File: config.mk
export PLATFORM = sky130hd
export DESIGN_NAME = operand_fetch
export DESIGN_NICKNAME = d
export VERILOG_FILES = /design/src/rtl/operand_fetch.sv
export SDC_FILE = /design/constraint.sdc
export NUM_CORES = 1
export LEC_CHECK = 0
export ABC_AREA = 1
export CAP_MARGIN = 20
export CORE_UTILIZATION = 47
export DETAILED_ROUTE_END_ITERATION = 16
export PLACE_DENSITY = 0.9
export SLEW_MARGIN = 20
export SYNTH_ARGS = -nofsm -noshare
export SYNTH_HDL_FRONTEND = slang
export SYNTH_SLANG_ARGS = --single-unit
File: constraint.sdc
create_clock -name clock -period 4.1 [get_ports clock]
set_input_delay 0.82 -clock clock [delete_from_list [all_inputs] [get_ports clock]]
set_output_delay 0.82 -clock clock [all_outputs]
set_load 0.005 [all_outputs]
File: src/rtl/operand_fetch.sv
// operand_fetch: decode-stage operand read with a 32-entry write scoreboard; define WB_BYPASS_EN to forward writeback data.
// Latency: exactly 1 cycle from accept to out_valid.
// Backpressure: in_ready drops on a hazard, on flush, during reset, or while a held bundle is not taken.
module operand_fetch (
  input  logic        clock,
  input  logic        reset,
  input  logic        in_valid,
  output logic        in_ready,
  input  logic [31:0] in_instr,
  input  logic [31:0] in_pc,
  output logic [4:0]  read_sel1,
  output logic [4:0]  read_sel2,
  input  logic [31:0] read_data1,
  input  logic [31:0] read_data2,
  input  logic        wb_valid,
  input  logic [4:0]  wb_sel,
  input  logic [31:0] wb_data,
  input  logic        flush,
  output logic        out_valid,
  input  logic        out_ready,
  output logic [31:0] out_instr,
  output logic [31:0] out_pc,
  output logic [31:0] out_rs1_data,
  output logic [31:0] out_rs2_data,
  output logic [4:0]  out_rd
);

  localparam logic [6:0] OP_LUI    = 7'b0110111;
  localparam logic [6:0] OP_AUIPC  = 7'b0010111;
  localparam logic [6:0] OP_JAL    = 7'b1101111;
  localparam logic [6:0] OP_RTYPE  = 7'b0110011;
  localparam logic [6:0] OP_STORE  = 7'b0100011;
  localparam logic [6:0] OP_BRANCH = 7'b1100011;

  typedef struct packed {
    logic [31:0] instr;
    logic [31:0] pc;
    logic [31:0] rs1_data;
    logic [31:0] rs2_data;
    logic [4:0]  rd;
  } bundle_t;

  bundle_t     bundle;
  bundle_t     next_bundle;
  logic [31:0] scoreboard;
  logic [31:0] sb_next;

  logic [6:0] opcode;
  logic [4:0] rs1;
  logic [4:0] rs2;
  logic [4:0] rd;
  logic       uses_rs1;
  logic       uses_rs2;
  logic       writes_rd;
  logic       bypass1;
  logic       bypass2;
  logic       hazard;
  logic       accept;
  logic       issue;
  logic       wb_hit;

  assign opcode    = in_instr[6:0];
  assign rs1       = in_instr[19:15];
  assign rs2       = in_instr[24:20];
  assign rd        = in_instr[11:7];
  assign read_sel1 = rs1;
  assign read_sel2 = rs2;

  // x0 is never a real dependency or destination
  assign uses_rs1  = !(opcode == OP_LUI || opcode == OP_AUIPC || opcode == OP_JAL) && (rs1 != 5'd0);
  assign uses_rs2  = (opcode == OP_RTYPE || opcode == OP_STORE || opcode == OP_BRANCH) && (rs2 != 5'd0);
  assign writes_rd = !(opcode == OP_STORE || opcode == OP_BRANCH) && (rd != 5'd0);

  assign wb_hit = wb_valid && (wb_sel != 5'd0);

`ifdef WB_BYPASS_EN
  assign bypass1 = uses_rs1 && wb_hit && (wb_sel == rs1) && scoreboard[rs1];
  assign bypass2 = uses_rs2 && wb_hit && (wb_sel == rs2) && scoreboard[rs2];
`else
  logic unused_wb_data;
  assign unused_wb_data = ^wb_data;
  assign bypass1 = 1'b0;
  assign bypass2 = 1'b0;
`endif

  // A bit being cleared this cycle still stalls: the register file write lands at the edge
  assign hazard = (uses_rs1 && scoreboard[rs1] && !bypass1)
               || (uses_rs2 && scoreboard[rs2] && !bypass2)
               || (writes_rd && scoreboard[rd]);

  assign in_ready = !reset && !hazard && !flush && (!out_valid || out_ready);
  assign accept   = in_valid && in_ready;
  assign issue    = out_valid && out_ready && !flush;

  always_comb begin
    next_bundle          = bundle;
    next_bundle.instr    = in_instr;
    next_bundle.pc       = in_pc;
    next_bundle.rs1_data = bypass1 ? wb_data : read_data1;
    next_bundle.rs2_data = bypass2 ? wb_data : read_data2;
    next_bundle.rd       = writes_rd ? rd : 5'd0;
  end

  // Set is applied after clear so an issue wins over a same-index writeback
  always_comb begin
    sb_next = scoreboard;
    if (wb_hit)
      sb_next[wb_sel] = 1'b0;
    if (issue && bundle.rd != 5'd0)
      sb_next[bundle.rd] = 1'b1;
  end

  always_ff @(posedge clock) begin
    if (reset) begin
      out_valid  <= 1'b0;
      bundle     <= '0;
      scoreboard <= '0;
    end else begin
      scoreboard <= sb_next;
      if (flush) begin
        out_valid <= 1'b0;
      end else if (accept) begin
        out_valid <= 1'b1;
        bundle    <= next_bundle;
      end else if (out_ready) begin
        out_valid <= 1'b0;
      end
    end
  end

  assign out_instr    = bundle.instr;
  assign out_pc       = bundle.pc;
  assign out_rs1_data = bundle.rs1_data;
  assign out_rs2_data = bundle.rs2_data;
  assign out_rd       = bundle.rd;

endmodule

==> results of run 1 <==
-- metrics by stage --
step / util (%) / std cells / hold WS (ns)
finish: 68.4 / 1533 / 0.460
floorplan: - / 1069 / 0.439
global route: 68.4 / 1533 / 0.477
CTS: 68.4 / 1533 / 0.463
global placement: 64.8 / 1501 / 0.447
detailed placement: 64.8 / 1501 / 0.452
-- path summary, 6_finish.rpt --
check | start | endpoint | slack, ns
worst min register to register | out_instr[6]$_SDFFE_PP0P_ | out_instr[6]$_SDFFE_PP0P_ | 0.46
worst max register to register | scoreboard[21]$_SDFF_PP0_ | out_rd[3]$_SDFFE_PP0P_ | 1.67
worst max-delay path | in_instr[15] | in_ready | 0.30
worst min-delay path | out_instr[6]$_SDFFE_PP0P_ | out_instr[6]$_SDFFE_PP0P_ | 0.46
-- cells in the final DEF (no fill, tap or decap), types with 3 or more instances in the layout --
cell             Yosys  layout
inv_2                3       3
buf_12               1       5
nand3_2             60      60
clkdlybuf4s50_1      0     281
nor2_1              30      30
clkbuf_16            0      17
inv_8                0       3
inv_1               38      38
buf_4               19       9
nand2_1            301     301
dfxtp_1            166     166
a21oi_2             50      50
o21ai_1              4       4
nor3_1              16      16
inv_6                0       4
a21oi_1            120     120
nand3_1            154     154
o21ai_0             29      29
-- cell type report --
type / count / share of cell area [%]
Timing Repair Buffer: 297 / 26.5
Clock buffer: 17 / 3.75
Inverter: 42 / 1.39
Multi-Input combinational cell: 776 / 35.2
Clock inverter: 15 / 1.49
Tap cell: 220 / 2.43
Sequential cell: 166 / 29.3
-- power by group through the flow --
stage / Combinational, mW / Sequential [mW] / Clock, mW
after floorplan: 0.235 / 1.70 / 0
after global placement: 0.485 / 1.69 / 0
after detailed placement: 0.491 / 1.70 / 0
after CTS: 0.495 / 1.66 / 1.63
after global routing: 0.532 / 1.66 / 1.71
final: 0.496 / 1.66 / 1.61
-- layer usage --
layer | global-route usage [%] | routed length (microns) | vias to the layer above
met5 | 0 | 0 | -
met4 | 14.1 | 1190 | 0
met3 | 9.12 | 2290 | 85
met2 | 48.4 | 12500 | 387
met1 | 35.0 | 10400 | 3910
li1 | - | - | 4026
-- sequential cells by signal (all words and copies together) (netlist names) --
register / count
scoreboard: 32
out_rs1_data: 32
out_instr: 32
out_rd: 5
out_valid: 1
out_pc: 32
out_rs2_data: 32
-- cell families after synthesis --
logic type	count (synthesis)	share of synthesized area, %
AO/OA/AOI/OAI	205	15.2
buffers and inverters	127	8.60
flip-flops	166	41.5
AND/OR/NAND/NOR	571	34.7
-- critical path: stages --
cell and delay (ns):
clkdlybuf4s50_1 0.63, inv_2 0.19, nand2_1 0.09, nand3_1 0.06, nand2_1 0.08, nand2_1 0.05, nand2_1 0.06, nor2_1 0.04
nand2_1 0.05, nand2_1 0.05, nand2_1 0.06, nand2_2 0.10, nor2_8 0.10, clkdlybuf4s50_1 0.59
==> flow_metrics.tcl, run 1 <==
set metrics [dict create \
    status "completed" \
    grt_antenna_before_repair 0 \
    syn_nets 1240 \
    internal-power_mw 2.75 \
    syn-mean-instance-area_sq_um 7.49 \
    start_kind "input port" \
    pwr-share-seq_pct 44.1 \
    pwr-share-comb_pct 13.2 \
    timing.final.setup_violations 0 \
    drive_above_1_share_pct 12.7 \
    synth.distinct_cells 27 \
    first_global_vias 7963 \
    worst-path-max-fanout 15 \
    async_reset_ff_share_pct 0 \
    setup_ws_ns 0.296 \
    fin_skew_ns 0.0122 \
    initial_core_util_pct 48.3 \
    grt_max_degree 166 \
    fin_nets 1471 \
    gp_congestion 0.977 \
    hold_buffers 0 \
    netSwitchingFraction_pct 26.8 \
    core_area_sq_mm 0.0166 \
    final.setup.tns_ns 0 \
    dieArea_sq_mm 0.0176 \
    syn_area_sq_mm 0.00801 \
    n_fill_cell 1345 \
    final_area_sq_mm 0.0113 \
    period_share_pct 92.8 \
    power_mw 3.76 \
    worst_pin_slew_ns 0.894 \
    vias_per_cell 5.48 \
    dr.pass1.iters 6 \
    ioPinCount 316 \
    yosysTopAreaCell "dfxtp_1" \
    syn_inst 1069 \
    path_class "in2out" \
    rr_worst_depth 14 \
    synth_seq_area_share_pct 41.5 \
    diodes 0 \
    cts_tree "done" \
    routed-via-count 8408 \
    cts_buffers 17 \
    synth_ff_type "dfxtp_1" \
    cts-root-buf "clkbuf_16" \
    timing.fmax_mhz 263 \
    hold_depth 2 \
    drc 0 \
    clockBufferDepth 2 \
    power_leakage_nw 3.79 \
    final_max_slew_viol_count 0 \
    cts_htree_levels 4 \
    final-seq-area_sq_mm 0.00332 \
    grt_overflow 0 \
    worstPathArrival_ns 2.98 \
    drt_iter0_drc 641 \
    ys_seq_elements 166 \
    grt_pass1_wl_microns 41000 \
    grt_usage_pct 29.5 \
    cts.sinks 166 \
    power.switching_mw 1.01 \
    post_cts_buffers 0 \
    vdd_drop_max_uv 293 \
    hold_viol_final 0 \
    clk_latency_ns 0.44 \
    min_period_ns 3.80 \
    yosys.area.top_type_share_pct 41.5 \
    synth_edf_count 0 \
    port_buffers 283 \
    clk_pin_slew_ns 0.07 \
    clkPwrFrac_pct 42.7 \
    syn2layout_area_growth_pct 41.7 \
    dp_slack_ns 0.311 \
    hold_path.class "reg2reg" \
    multiInputGateArea_sq_mm 0.00400 \
    routedWlPerCell_microns 17.2 \
    cp_data_required_time_ns 3.28 \
    yosysWarnings 0 \
    p_per_area_mw_per_mm2 332 \
    synthTopCellsByCount "nand2_1, dfxtp_1, nand3_1, a21oi_1, nand3_2" \
    place_area_sq_mm 0.0108 \
    finalWirelength_microns 26300 \
    endpoint_kind "output pin" \
    max_slew_margin_pct 40.4 \
    die_w_microns 133 \
    cap_violations 0 \
    grt_setup_unrepaired "no" \
    dp_hpwl_microns 17900 \
    yosysMostFrequentCell "nand2_1" \
    cts_resized 0 \
    chipHeight_microns 133 \
    ant_nets 0 \
    ys_top_cells_by_area "dfxtp_1, nand2_1, nand3_1" \
    std_cell_rows 47 \
]
No activity file was read; power rests on OpenSTA's default activity.
==> run 2: changes to the inputs <==
- CORE_UTILIZATION: 47 -> 48
- PLACE_DENSITY: 0.9 -> 0.91
==> run 2 against run 1 <==
Effect of this change: first-iteration DRC count shrank 5.5%; routed wire length up 0.84%; sequential power about the same; cell area rose by 0.96%; critical endpoint unchanged; largest power group is now the clock network; clock power increased by 11%; clock skew down 0.0012 ns; cell count is 0.33% higher; largest cell class unchanged; highest routed layer unchanged.
==> flow_metrics.tcl, run 2 (same netlist as run 1, synthesis figures left out) <==
set metrics [dict create \
    grt_overflow 0 \
    final_area_sq_mm 0.0115 \
    grt_pass1_wl_microns 41600 \
    final-seq-area_sq_mm 0.00332 \
    cts_htree_levels 4 \
    p_per_area_mw_per_mm2 346 \
    drc 0 \
    ff2ff_setup_slack_ns 1.47 \
    vdd_drop_max_uv 294 \
    worstPathArrival_ns 3.06 \
    hold_buffers 0 \
    r2r-end "out_pc[24]$_SDFFE_PP0P_" \
    gp_congestion 0.946 \
    cts-root-buf "clkbuf_16" \
    max_slew_margin_pct 31.9 \
    grt_setup_unrepaired "no" \
    dieArea_sq_mm 0.0172 \
    ioPinCount 316 \
    period_share_pct 94.7 \
    min_to "out_instr[23]$_SDFFE_PP0P_" \
    clk_pin_slew_ns 0.06 \
    hold_path.class "reg2reg" \
    grt_max_degree 103 \
    clockBufferDepth 2 \
    slowest_stage "clkdlybuf4s50_1" \
    dp.cells 1505 \
    hold_depth 2 \
    routedWlPerCell_microns 17.3 \
    power_leakage_nw 3.86 \
    cts.sinks 166 \
    path_common_cell "nand3_1" \
    start_kind "input port" \
    std_cell_rows 46 \
    min_period_ns 3.88 \
    fin_nets 1479 \
    die_w_microns 131 \
    ant_nets 0 \
    cts_tree "done" \
    port_buffers 283 \
    cp_data_required_time_ns 3.28 \
    place_area_sq_mm 0.0108 \
    layoutNonFillerInstCount 1538 \
    vias_per_cell 5.48 \
    cts_buffers 17 \
    post_cts_buffers 0 \
    endpoint_kind "output pin" \
    timing.fmax_mhz 257 \
    timing.final.setup_violations 0 \
    grt_antenna_before_repair 0 \
    worst_pin_slew_ns 1.02 \
    path_class "in2out" \
    rr_worst_depth 13 \
    hold_viol_final 0 \
    status "completed" \
    core_area_sq_mm 0.0161 \
    worstPathCellList "clkdlybuf4s50_1 -> inv_2 -> nand2_1 -> nand3_1 -> nand3_1 -> nand3_1 -> nand3_1 -> nand2_1 -> nand2_1 -> nand2_2 -> nor2_8 -> clkdlybuf4s50_1" \
    fin_skew_ns 0.0110 \
    n_fill_cell 1200 \
    drive_above_1_share_pct 13.2 \
    finalWirelength_microns 26600 \
    chipHeight_microns 131 \
    final_common_cell "nand2_1" \
    cts_resized 0 \
    crit_buf_inv 3 \
    routed-via-count 8423 \
    dp_hpwl_microns 18600 \
    dr.pass1.iters 5 \
    cp_slowest_stage_delay_ns 0.63 \
    grt_usage_pct 30.3 \
    final_max_slew_viol_count 0 \
    layout_common_cells "nand2_1, clkdlybuf4s50_1, dfxtp_1, nand3_1, a21oi_1" \
    worst-path-max-fanout 15 \
    clk_latency_ns 0.43 \
    initial_core_util_pct 49.9 \
    cap_violations 0 \
    multiInputGateArea_sq_mm 0.00400 \
    syn2layout_area_growth_pct 43.1 \
    drt_iter0_drc 606 \
    first_global_vias 8243 \
    cp_top_family "buffers and inverters" \
    final.setup.tns_ns 0 \
    hp-start "out_instr[23]$_SDFFE_PP0P_" \
    r2r-start "scoreboard[29]$_SDFF_PP0_" \
]
-- run 2: cell types whose count changed in the layout (fill, tap and decap cells not counted) --
| cell | delta |
|---|---|
| bufinv_16 | +4 |
| clkbuf_8 | +1 |
| inv_8 | -3 |
| clkinv_4 | -1 |
| buf_12 | -1 |
| clkinv_8 | -2 |
| clkinvlp_4 | -1 |
| inv_6 | +1 |
| clkbuf_1 | +1 |
| buf_4 | +9 |
| diode_2 | +1 |
-- run 2: cell type report --
| class | instances | share of cell area [%] |
|---|---|---|
| diodes | 1 | 0.0218 |
| well taps | 216 | 2.36 |
| multi-input cells | 776 | 34.9 |
| inverters | 42 | 1.38 |
| flip-flops and latches | 166 | 29.0 |
| clock buffers | 19 | 3.87 |
| repair buffers | 305 | 26.6 |
| clock inverters | 13 | 1.88 |
-- run 2: worst reg2reg max path, cell delays in order (launching register included) --
cell	delay [ns]
dfxtp_1	0.36
a21oi_1	0.15
o21ai_0	0.09
nand3_1	0.07
nand3_1	0.10
nand2_1	0.09
nand2_1	0.06
nand2_1	0.07
nand2_2	0.10
nor2_8	0.12
buf_12	0.44
buf_4	0.56
nand3_1	0.16
a21oi_1	0.18
-- run 2: worst max-delay path by stage --
stage | start | endpoint | cells past startpoint
floorplan | in_instr[20] | in_ready | 8
global placement | in_instr[15] | in_ready | 12
detailed placement | in_instr[15] | in_ready | 12
CTS | in_instr[15] | in_ready | 12
global route | in_instr[15] | in_ready | 12
finish | in_instr[15] | in_ready | 12
-- run 2: routing by layer --
metal  wire [microns]  track usage, %  share of wire [%]
met5                0               0                  0
met3             2340            8.95                8.8
met2            12900            51.9                 48
met4             1170            15.7                4.4
met1            10200            34.0                 38
-- run 2: per-stage QoR --
| step | hold slack, ns | util, % | worst slack (ns) | total power, mW |
|---|---|---|---|---|
| after floorplan | 0.439 | - | 1.29 | 1.93 |
| after global placement | 0.447 | 67.2 | 0.238 | 2.19 |
| after detailed placement | 0.453 | 67.2 | 0.242 | 2.20 |
| after CTS | 0.462 | 71.3 | 0.227 | 3.98 |
| after global routing | 0.480 | 71.3 | 0.0612 | 4.08 |
| final | 0.458 | 71.3 | 0.216 | 3.96 |
-- run 2: where the power goes --
part	switching (mW)	leakage (nW)	internal (mW)
clock	0.684	0.319	1.11
sequential	0.0182	1.34	1.64
combinational	0.260	2.20	0.247
